`config.mk`:
```
export PLATFORM = sky130hd
export DESIGN_NAME = pincfg_multi
export DESIGN_NICKNAME = d
export VERILOG_FILES = /design/src/rtl/pincfg_pkg.sv /design/src/rtl/stepper_pulse_chan.sv /design/src/rtl/pincfg_multi.sv
export SDC_FILE = /design/constraint.sdc
export NUM_CORES = 1
export LEC_CHECK = 0
export ABC_AREA = 0
export ABC_CLOCK_PERIOD_IN_PS = 3810
export BUFFER_PORTS_ARGS = -buffer_cell sky130_fd_sc_hd__buf_2
export CORE_MARGIN = 2
export CORE_UTILIZATION = 57
export DETAILED_ROUTE_END_ITERATION = 16
export MAX_ROUTING_LAYER = met4
export PLACE_DENSITY_LB_ADDON = 0.05
export SYNTH_ARGS = -nofsm -noshare
export SYNTH_HDL_FRONTEND = slang
export SYNTH_HIERARCHICAL = 1
export SYNTH_SLANG_ARGS = --single-unit
export TNS_END_PERCENT = 5
```
`constraint.sdc`:
```
create_clock -name clk -period 3.81 [get_ports clk]
set_input_delay 0.1905 -clock clk [delete_from_list [all_inputs] [get_ports clk]]
set_output_delay 0.1905 -clock clk [all_outputs]
set_load 0.1 [all_outputs]
```
`src/rtl/pincfg_pkg.sv`:
```
`default_nettype none
// ============================================================================
//  Module      : pincfg_pkg
//  Description : Shared definitions for the multi-channel pin configuration
//                block: register addresses, STATUS/CLEAR bit offsets and the
//                per-channel step FSM state encoding.
//  Revision    : 1.0  initial release
// ============================================================================
package pincfg_pkg;

    // Register map (word addresses on the 4-bit wishbone address bus)
    localparam logic [3:0] ADDR_POLARITY  = 4'd0;
    localparam logic [3:0] ADDR_PULSE_W   = 4'd1;
    localparam logic [3:0] ADDR_DIR_SETUP = 4'd2;
    localparam logic [3:0] ADDR_CLEAR     = 4'd3;
    localparam logic [3:0] ADDR_STATUS    = 4'd4;
    localparam logic [3:0] ADDR_AUX_VAL   = 4'd5;
    localparam logic [3:0] ADDR_SAFE_VAL  = 4'd6;

    // STATUS layout; CLEAR uses the same positions for its W1C bits
    localparam int STAT_SHUTDOWN_BIT = 0;
    localparam int STAT_OVERRUN_LSB  = 8;
    localparam int STAT_BUSY_LSB     = 16;

    // Per-channel step FSM
    typedef enum logic [1:0] {
        CH_IDLE  = 2'd0,
        CH_SETUP = 2'd1,
        CH_PULSE = 2'd2
    } chan_state_e;

endpackage : pincfg_pkg
`default_nettype wire

```
`src/rtl/stepper_pulse_chan.sv`:
```
`default_nettype none
// ============================================================================
//  Module      : stepper_pulse_chan
//  Description : One step/dir channel. Accepts a single-cycle step request,
//                inserts a dir-to-step setup delay when the direction flips,
//                then emits a step pulse of programmable width. Requests that
//                arrive while busy are dropped and flagged as overrun.
//  Ports       : clk, rst        - clock, synchronous active-high reset
//                req_i, dir_i    - step request and its direction
//                pw_i, setup_i   - pulse width / dir setup (loaded on entry)
//                shutdown_i      - forces IDLE, masks step, ignores requests
//                clr_overrun_i   - clears the sticky overrun flag
//                step_o, dir_o   - logical step and latched direction
//                busy_o          - channel in SETUP or PULSE
//                overrun_o       - sticky dropped-request flag
//  Revision    : 1.0  initial release
// ============================================================================
module stepper_pulse_chan
    import pincfg_pkg::*;
#(
    parameter int CNT_W = 8
) (
    input  logic             clk,
    input  logic             rst,
    input  logic             req_i,
    input  logic             dir_i,
    input  logic [CNT_W-1:0] pw_i,
    input  logic [CNT_W-1:0] setup_i,
    input  logic             shutdown_i,
    input  logic             clr_overrun_i,
    output logic             step_o,
    output logic             dir_o,
    output logic             busy_o,
    output logic             overrun_o
);

    chan_state_e      state_q, state_d;
    logic [CNT_W-1:0] cnt_q, cnt_d;
    logic             dir_q, dir_d;
    logic             overrun_q, overrun_d;
    logic [CNT_W-1:0] pw_eff;

    // A programmed width of 0 still produces a one-cycle pulse
    always_comb begin
        pw_eff = pw_i;
        if (pw_i == '0) begin
            pw_eff[0] = 1'b1;
        end
    end

    always_ff @(posedge clk) begin
        if (rst) begin
            state_q   <= CH_IDLE;
            cnt_q     <= '0;
            dir_q     <= 1'b0;
            overrun_q <= 1'b0;
        end else begin
            state_q   <= state_d;
            cnt_q     <= cnt_d;
            dir_q     <= dir_d;
            overrun_q <= overrun_d;
        end
    end

    always_comb begin
        state_d   = state_q;
        cnt_d     = cnt_q;
        dir_d     = dir_q;
        // Clear first so that a same-cycle set below takes precedence
        overrun_d = overrun_q & ~clr_overrun_i;

        if (shutdown_i) begin
            // Safe state: abandon any pulse, ignore requests, hold dir
            state_d = CH_IDLE;
        end else begin
            case (state_q)
                CH_IDLE: begin
                    if (req_i) begin
                        if (dir_i != dir_q) begin
                            dir_d = dir_i;
                            if (setup_i == '0) begin
                                state_d = CH_PULSE;
                                cnt_d   = pw_eff;
                            end else begin
                                state_d = CH_SETUP;
                                cnt_d   = setup_i;
                            end
                        end else begin
                            state_d = CH_PULSE;
                            cnt_d   = pw_eff;
                        end
                    end
                end
                CH_SETUP: begin
                    if (req_i) begin
                        overrun_d = 1'b1;
                    end
                    if (cnt_q <= CNT_W'(1)) begin
                        state_d = CH_PULSE;
                        cnt_d   = pw_eff;
                    end else begin
                        cnt_d = cnt_q - CNT_W'(1);
                    end
                end
                CH_PULSE: begin
                    if (req_i) begin
                        overrun_d = 1'b1;
                    end
                    if (cnt_q <= CNT_W'(1)) begin
                        state_d = CH_IDLE;
                    end else begin
                        cnt_d = cnt_q - CNT_W'(1);
                    end
                end
                default: begin
                    state_d = CH_IDLE;
                end
            endcase
        end
    end

    // Step is masked combinationally so the pin drops in the same cycle
    // shutdown is flagged, one cycle before the FSM is forced to IDLE.
    assign step_o    = (state_q == CH_PULSE) && !shutdown_i;
    assign dir_o     = dir_q;
    assign busy_o    = (state_q != CH_IDLE);
    assign overrun_o = overrun_q;

endmodule : stepper_pulse_chan
`default_nettype wire

```
`src/rtl/pincfg_multi.sv`:
```
`default_nettype none
// ============================================================================
//  Module      : pincfg_multi
//  Description : Multi-channel step/dir output pin configuration. Drives
//                NUM_CH step/dir pairs plus NUM_AUX auxiliary pins through a
//                per-pin polarity register, with programmable pulse width,
//                dir setup delay, overrun detection and shutdown safe state.
//  Ports       : clk, rst             - clock, synchronous active-high reset
//                step_req, step_dir   - per-channel step request / direction
//                pins_out             - step i at [2i], dir i at [2i+1],
//                                       aux k at [2*NUM_CH+k]
//                pin_shutdown         - asynchronous shutdown request
//                wb_*                 - single-cycle wishbone register port
//  Revision    : 1.0  initial release
// ============================================================================
module pincfg_multi
    import pincfg_pkg::*;
#(
    parameter int NUM_CH  = 2,
    parameter int NUM_AUX = 4,
    parameter int CNT_W   = 8
) (
    input  logic                        clk,
    input  logic                        rst,
    input  logic [NUM_CH-1:0]           step_req,
    input  logic [NUM_CH-1:0]           step_dir,
    output logic [2*NUM_CH+NUM_AUX-1:0] pins_out,
    input  logic                        pin_shutdown,
    input  logic                        wb_stb_i,
    input  logic                        wb_cyc_i,
    input  logic                        wb_we_i,
    input  logic [3:0]                  wb_adr_i,
    input  logic [31:0]                 wb_dat_i,
    output logic [31:0]                 wb_dat_o,
    output logic                        wb_ack_o
);

    localparam int PIN_W = 2 * NUM_CH + NUM_AUX;

    logic [PIN_W-1:0]   pol_q;
    logic [CNT_W-1:0]   pw_q;
    logic [CNT_W-1:0]   setup_q;
    logic [NUM_AUX-1:0] aux_q;
    logic [NUM_AUX-1:0] safe_q;
    logic               sync1_q, sync2_q;
    logic               in_sd_q, in_sd_d;

    logic               wr_en;
    logic               clr_wr;
    logic [NUM_CH-1:0]  clr_ov;
    logic [NUM_CH-1:0]  ch_step, ch_dir, ch_busy, ch_ov;
    logic [PIN_W-1:0]   pin_logic;

    // Only some write-data bits land in registers
    logic               unused_wb_dat;
    assign unused_wb_dat = ^wb_dat_i;

    assign wr_en    = wb_cyc_i && wb_stb_i && wb_we_i;
    assign clr_wr   = wr_en && (wb_adr_i == ADDR_CLEAR);
    assign wb_ack_o = 1'b1;

    // ------------------------------------------------------------------
    // Configuration registers
    // ------------------------------------------------------------------
    always_ff @(posedge clk) begin
        if (rst) begin
            pol_q   <= '0;
            pw_q    <= CNT_W'(1);
            setup_q <= '0;
            aux_q   <= '0;
            safe_q  <= '0;
        end else if (wr_en) begin
            case (wb_adr_i)
                ADDR_POLARITY:  pol_q   <= wb_dat_i[PIN_W-1:0];
                ADDR_PULSE_W:   pw_q    <= wb_dat_i[CNT_W-1:0];
                ADDR_DIR_SETUP: setup_q <= wb_dat_i[CNT_W-1:0];
                ADDR_AUX_VAL:   aux_q   <= wb_dat_i[NUM_AUX-1:0];
                ADDR_SAFE_VAL:  safe_q  <= wb_dat_i[NUM_AUX-1:0];
                default: ;
            endcase
        end
    end

    // ------------------------------------------------------------------
    // Shutdown: 2-flop synchronizer feeding a sticky flag. A synchronized
    // high overrides a same-cycle clear so the flag cannot drop while the
    // shutdown input is still asserted.
    // ------------------------------------------------------------------
    assign in_sd_d = sync2_q | (in_sd_q & ~(clr_wr & wb_dat_i[STAT_SHUTDOWN_BIT]));

    always_ff @(posedge clk) begin
        if (rst) begin
            sync1_q <= 1'b0;
            sync2_q <= 1'b0;
            in_sd_q <= 1'b0;
        end else begin
            sync1_q <= pin_shutdown;
            sync2_q <= sync1_q;
            in_sd_q <= in_sd_d;
        end
    end

    // ------------------------------------------------------------------
    // Channels
    // ------------------------------------------------------------------
    for (genvar gi = 0; gi < NUM_CH; gi++) begin : g_chan
        assign clr_ov[gi] = clr_wr & wb_dat_i[STAT_OVERRUN_LSB + gi];

        stepper_pulse_chan #(
            .CNT_W (CNT_W)
        ) u_chan (
            .clk           (clk),
            .rst           (rst),
            .req_i         (step_req[gi]),
            .dir_i         (step_dir[gi]),
            .pw_i          (pw_q),
            .setup_i       (setup_q),
            .shutdown_i    (in_sd_q),
            .clr_overrun_i (clr_ov[gi]),
            .step_o        (ch_step[gi]),
            .dir_o         (ch_dir[gi]),
            .busy_o        (ch_busy[gi]),
            .overrun_o     (ch_ov[gi])
        );
    end

    // ------------------------------------------------------------------
    // Pin mapping and polarity
    // ------------------------------------------------------------------
    always_comb begin
        pin_logic = '0;
        for (int i = 0; i < NUM_CH; i++) begin
            pin_logic[2*i]   = ch_step[i];
            pin_logic[2*i+1] = ch_dir[i];
        end
        pin_logic[2*NUM_CH +: NUM_AUX] = in_sd_q ? safe_q : aux_q;
    end

    assign pins_out = pol_q ^ pin_logic;

    // ------------------------------------------------------------------
    // Read mux (combinational from address)
    // ------------------------------------------------------------------
    always_comb begin
        wb_dat_o = '0;
        case (wb_adr_i)
            ADDR_POLARITY:  wb_dat_o[PIN_W-1:0]   = pol_q;
            ADDR_PULSE_W:   wb_dat_o[CNT_W-1:0]   = pw_q;
            ADDR_DIR_SETUP: wb_dat_o[CNT_W-1:0]   = setup_q;
            ADDR_AUX_VAL:   wb_dat_o[NUM_AUX-1:0] = aux_q;
            ADDR_SAFE_VAL:  wb_dat_o[NUM_AUX-1:0] = safe_q;
            ADDR_STATUS: begin
                wb_dat_o[STAT_SHUTDOWN_BIT] = in_sd_q;
                for (int i = 0; i < NUM_CH; i++) begin
                    wb_dat_o[STAT_OVERRUN_LSB + i] = ch_ov[i];
                    wb_dat_o[STAT_BUSY_LSB + i]    = ch_busy[i];
                end
            end
            default: ;
        endcase
    end

endmodule : pincfg_multi
`default_nettype wire

```
== Yosys cells after proc, flatten, opt, wreduce, memory -nomap -nowiden ==
Cells that the tools add are included.

* Bitwise operators: 12
* Equality and inequality tests: 20
* Mux-type cells: 35
* Reductions and logical operators: 29
* Magnitude comparators: 2
* $add $sub $neg: 2

{| class="wikitable"
|+ Operators with widths
! kind !! number
|-
| 2-to-1 mux 8 bit || 9
|-
| case mux 8 bit (3 select lines) || 2
|-
| 2-to-1 mux 2 bit || 11
|-
| <= comparator 8 x 1 -> 1 bit (second input constant) || 2
|-
| logical NOT 8 bit || 2
|-
| AND reduction 4 bit || 4
|-
| subtractor 8 x 1 -> 8 bit (second input constant) || 2
|-
| case mux 3 bit (5 select lines) || 1
|-
| equality test 4 x 3 -> 1 bit (second input constant) || 3
|-
| case mux 2 bit (3 select lines) || 2
|-
| case mux 4 bit (3 select lines) || 1
|-
| AND reduction 2 bit || 5
|-
| equality test 4 x 2 -> 1 bit (second input constant) || 2
|-
| != test 2 x 1 -> 1 bit (second input constant) || 4
|-
| != test 2 bit (second input constant) || 4
|-
| bitwise XOR 8 bit || 1
|-
| 2-to-1 mux 1 bit || 7
|-
| bitwise AND 1 bit || 6
|-
| case mux 1 bit (6 select lines) || 1
|-
| AND reduction 3 bit || 2
|-
| nonzero test 3 bit || 2
|-
| OR reduction 2 bit || 3
|-
| logical AND 1 bit || 5
|-
| equality test 2 x 1 -> 1 bit (second input constant) || 2
|-
| 10 further kinds || 17
|}

* Output and inout bits: 41
* Bits of input ports: 46
* Bits in registers: 59
* Logic and storage cells: 116

== Longest topological paths before layout ==
* Depth after elaboration: 9
* Gate-level depth with buffers: 8

== By module ==
The synthesis kept the hierarchy.

{| class="wikitable"
|+ By module, submodules not included
! module !! sequential area each (um^2) !! cells an instance !! instances !! area an instance (um^2)
|-
| pincfg_multi || 700.7 || 228 || 1 || 2095.8
|-
| stepper_pulse_chan (g_chan[1].u_chan) || 240.2 || 132 || 1 || 1094.8
|-
| stepper_pulse_chan (g_chan[0].u_chan) || 240.2 || 129 || 1 || 1059.8
|}

== Worst setup path after synthesis ==
No wires, ideal clock.

* Path kind: input port to output port
* Start point: input wb_adr_i[0]
* End point: output wb_dat_o[2]
* Cell stages on the path: 4
* Setup slack: 621 ps
* Arrival: 2998 ps
* Cell sequence: nor2b_1 > buf_2 > nand2_1 > a311oi_1

* Word-level cells in the longest chain between the ends: 2
* Elaborated cells on any way between the ends: 6

{| class="wikitable"
|+ Ends and longest elaborated chain
! element !! line !! RTL
|-
| start, declared || pincfg_multi.sv:32 || <nowiki>input logic [3:0] wb_adr_i,</nowiki>
|-
| equality test 4 x 3 -> 1 bit (tied with other cells) || pincfg_multi.sv:146 || <nowiki>case (wb_adr_i)</nowiki>
|-
| case mux 3 bit (5 select lines) (*) || pincfg_multi.sv:146 ||
|-
| end, declared || pincfg_multi.sv:34 || <nowiki>output logic [31:0] wb_dat_o,</nowiki>
|}

Every way passes the cells marked *; elsewhere a longest branch is shown, timed or not.

== Final worst setup path ==
* Start point: register g_chan[1].u_chan.cnt_q[0]
* End point: register g_chan[1].u_chan.cnt_q[1]

* Word-level cells in the longest chain between the ends: 3
* Elaborated cells on any way between the ends: 7

{| class="wikitable"
|+ Ends and longest elaborated chain
! element !! line !! RTL
|-
| start, declared || stepper_pulse_chan.sv:38 || <nowiki>logic [CNT_W-1:0] cnt_q, cnt_d;</nowiki>
|-
| start signal, assigned || stepper_pulse_chan.sv:59 || <nowiki>cnt_q <= cnt_d;</nowiki>
|-
| subtractor 8 x 1 -> 8 bit / <= comparator 8 x 1 -> 1 bit (equally long branches) || -- ||
|-
| 2-to-1 mux 8 bit (tied with other cells) || stepper_pulse_chan.sv:109 || <nowiki>if (cnt_q <= CNT_W'(1)) begin</nowiki>
|-
| case mux 8 bit (3 select lines) / AND reduction 4 bit (equally long branches) || -- ||
|}

Several ways; a longest one is shown, not always the timed one. The select of a mux whose other input is x is not followed.
A chain may end at the register's enable or synchronous reset.

==> results.ini <==
[status]
outcome=complete, no violations

[worst_setup_path]
rr_startpoint=g_chan[1].u_chan/cnt_q[0]
crit_family=compound AO/OA/AOI/OAI gates
end_kind=flop
r2r_end=g_chan[1].u_chan/cnt_q[1]
crit_chain=inv_1 > ha_1 > o21bai_1 > nor3_4 > a2111oi_4 > nand2_1 > o32ai_1
arrival_ps=2940
crit_type=reg2reg
path_max_fanout=13
max_stage_delay_ps=780
slowest_stage=a2111oi_4
rr_worst_depth=7
worst-path-buf-inv=1
worstPathRequired_ps=4070
r2r_setup_slack_ps=1120
cp-start-kind=flop

[global_routing]
overflow=0
grt_max_degree=31
grt_pass1_vias=3495
grt_pass1_wl_um=17900
grt_use_total_pct=28.1
grt_antenna_before_repair=0

[drt]
drcViolationCount=0
ant_nets=0
wl_met3_um=779
top_signal_layer_used=met4
wl_um=11000
wl_per_cell_um=17.7
drt-vias-per-instance=6.20
via_count=3850
wl_met2_um=5170
drt_iter0_drc=308
met1_length_um=4810
first_pass_iters=5

[power]
leakage_uw=0.00193
power_density_nw_per_um2=504
ir_drop_uv=265

[sta]
slew_violations=0
tightest_slew_ps=963
rsz0062_at_grt=false
slew_headroom_pct=35.2
finalCriticalPeriod_ps=2690
fin_crit_sh_pct=70.5
tns_ps=0
finalClockSkew_ps=2.87
fmax_mhz=372
finalSetupViolCount=0
hold_viol=0

[layout]
final_cell_mix=59 x dfxtp_1, 43 x buf_2, 36 x mux2i_1, 35 x nand2b_1
stdcell_count=621
nets=575
final_util_pct=63.1
syn2layout_area_growth_pct=7.71
design_area_um2=4580
antenna_cells=0
drive_gt1_share_pct=18.0
layout_commonest_cell=dfxtp_1
fillers=660

[synth]
async_reset_ff_share_pct=0
synth_area_per_cell_um2=8.69
synth_seq_cells=59
synth_edf_count=0
yosys_warnings=6
syn_inst=489
synthFlopType=dfxtp_1
ys_seq_area_share_pct=27.8
mappedNetlistArea_um2=4250
synth.distinct_cells=70

[floorplanning]
fp.dieH_um=90.4
dieWidth_um=90.4
initial_utilization_pct=58.6
core-area_um2=7250
rows=31
dieArea_um2=8160
pin_count=87

[clock_tree]
clock_latency_ps=350
numCtsBuffers=9
cts_hold_buf=0
cts.repair.resized=0
htreeDepth=3
clockBufferDepth=2
cts_tree=done
cts_root_buffer=clkbuf_8
clkTransAtPathRegs_ps=80
post_cts_buffers=0
cts_num_sinks=59

[placement]
dpl_cell_area_um2=4370
place_inst=605
port_buffers=43
hpwl_um=7720
place.gp.congestion=0.917

[worst_hold_path]
whs_endpoint=sync1_q
worstHoldStart=pin_shutdown
hold_depth=2
min_path_type=in2reg

[run]
maxCapViolCount=0

==> per-stage QoR <==
| step | power (µW) | worst slack (ps) | hold slack (ps) |
|---|---|---|---|
| global placement | 1680 | 1220 | 418 |
| floorplan | 1590 | 621 | 260 |
| CTS | 2310 | 1120 | 40.9 |
| finish | 2310 | 1120 | 48.2 |
| detailed placement | 1700 | 1150 | 412 |
| global route | 2440 | 901 | 36.0 |
==> cell families (layout without fill, tap and decap cells) <==
logic type      after synthesis  after routing  synth area share, %
compound gates              117            117                 21.6
xor+xnor                     19             19                 3.92
fa+ha+maj                    12             12                 3.53
buf+inv                      68             82                 9.13
flops                        59             59                 27.8
mux                          44             44                 10.8
other cells                   2             21                0.177
simple gates                168            168                 23.0
==> state kept, by name, indices dropped and copies added (netlist names), 4 cells and up <==
register               cells
setup_q                    8
aux_q                      4
g_chan.u_chan/cnt_q       16
g_chan.u_chan/state_q      4
pw_q                       8
pol_q                      8
safe_q                     4
==> per-layer routing <==
| metal | vias to the layer above | GRT usage, % |
|---|---|---|
| met5 | - | - |
| met4 | 0 | 9.74 |
| met3 | 29 | 5.68 |
| met2 | 178 | 44.5 |
| met1 | 1808 | 35.9 |
| li1 | 1835 | - |
==> synth_stat cells, types with 5 or more instances <==
cell type | instances | area [µm²]
buf_2 | 7 | 35.0
buf_4 | 23 | 173
a21oi_1 | 18 | 90.1
a311oi_1 | 5 | 43.8
xor2_1 | 11 | 96.3
mux2_2 | 6 | 67.6
nand2_1 | 20 | 75.1
and2_1 | 7 | 43.8
dfxtp_1 | 59 | 1180
nor2_1 | 21 | 78.8
mux2i_1 | 36 | 360
nand3_1 | 20 | 100
a221oi_1 | 11 | 96.3
buf_6 | 5 | 56.3
o41ai_1 | 7 | 61.3
nor3_1 | 18 | 90.1
o32ai_1 | 5 | 43.8
a22oi_1 | 6 | 45.0
a31oi_1 | 6 | 37.5
nand2b_1 | 35 | 219
clkbuf_1 | 13 | 48.8
nor2b_1 | 7 | 43.8
a211oi_1 | 6 | 45.0
o21ai_0 | 17 | 85.1
ha_1 | 12 | 150
xnor2_1 | 8 | 70.1
inv_1 | 18 | 67.6
nor4_1 | 8 | 50.1
==> layout make-up <==
cell class	count	area (µm²)	area share (%)
sequential	59	1180	25.8
inverter	20	75.1	1.64
multi-input combinational	381	2750	60.1
clock inverter	7	83.8	1.83
tap	99	124	2.71
timing repair buffer	46	238	5.19
clock buffer	9	124	2.71
==> where the power goes <==
part,internal (µW),leakage (µW),total (µW),switching (µW)
clock,314,0.000103,609,295
sequential,665,0.000479,727,61.9
combinational,334,0.00135,970,636
==> worst max path at each step <==
stage | start | cells past startpoint | slack (ps) | to
after global placement | g_chan[1].u_chan/cnt_q[0] | 7 | 1220 | g_chan[1].u_chan/cnt_q[3]
final | g_chan[1].u_chan/cnt_q[0] | 7 | 1120 | g_chan[1].u_chan/cnt_q[1]
after detailed placement | g_chan[1].u_chan/cnt_q[0] | 7 | 1150 | g_chan[1].u_chan/cnt_q[1]
after CTS | g_chan[1].u_chan/cnt_q[0] | 7 | 1120 | g_chan[1].u_chan/cnt_q[1]
after floorplan | wb_adr_i[0] | 4 | 620 | wb_dat_o[2]
after global routing | g_chan[1].u_chan/cnt_q[0] | 7 | 900 | g_chan[1].u_chan/cnt_q[1]
(Power assumes the default switching activity.)
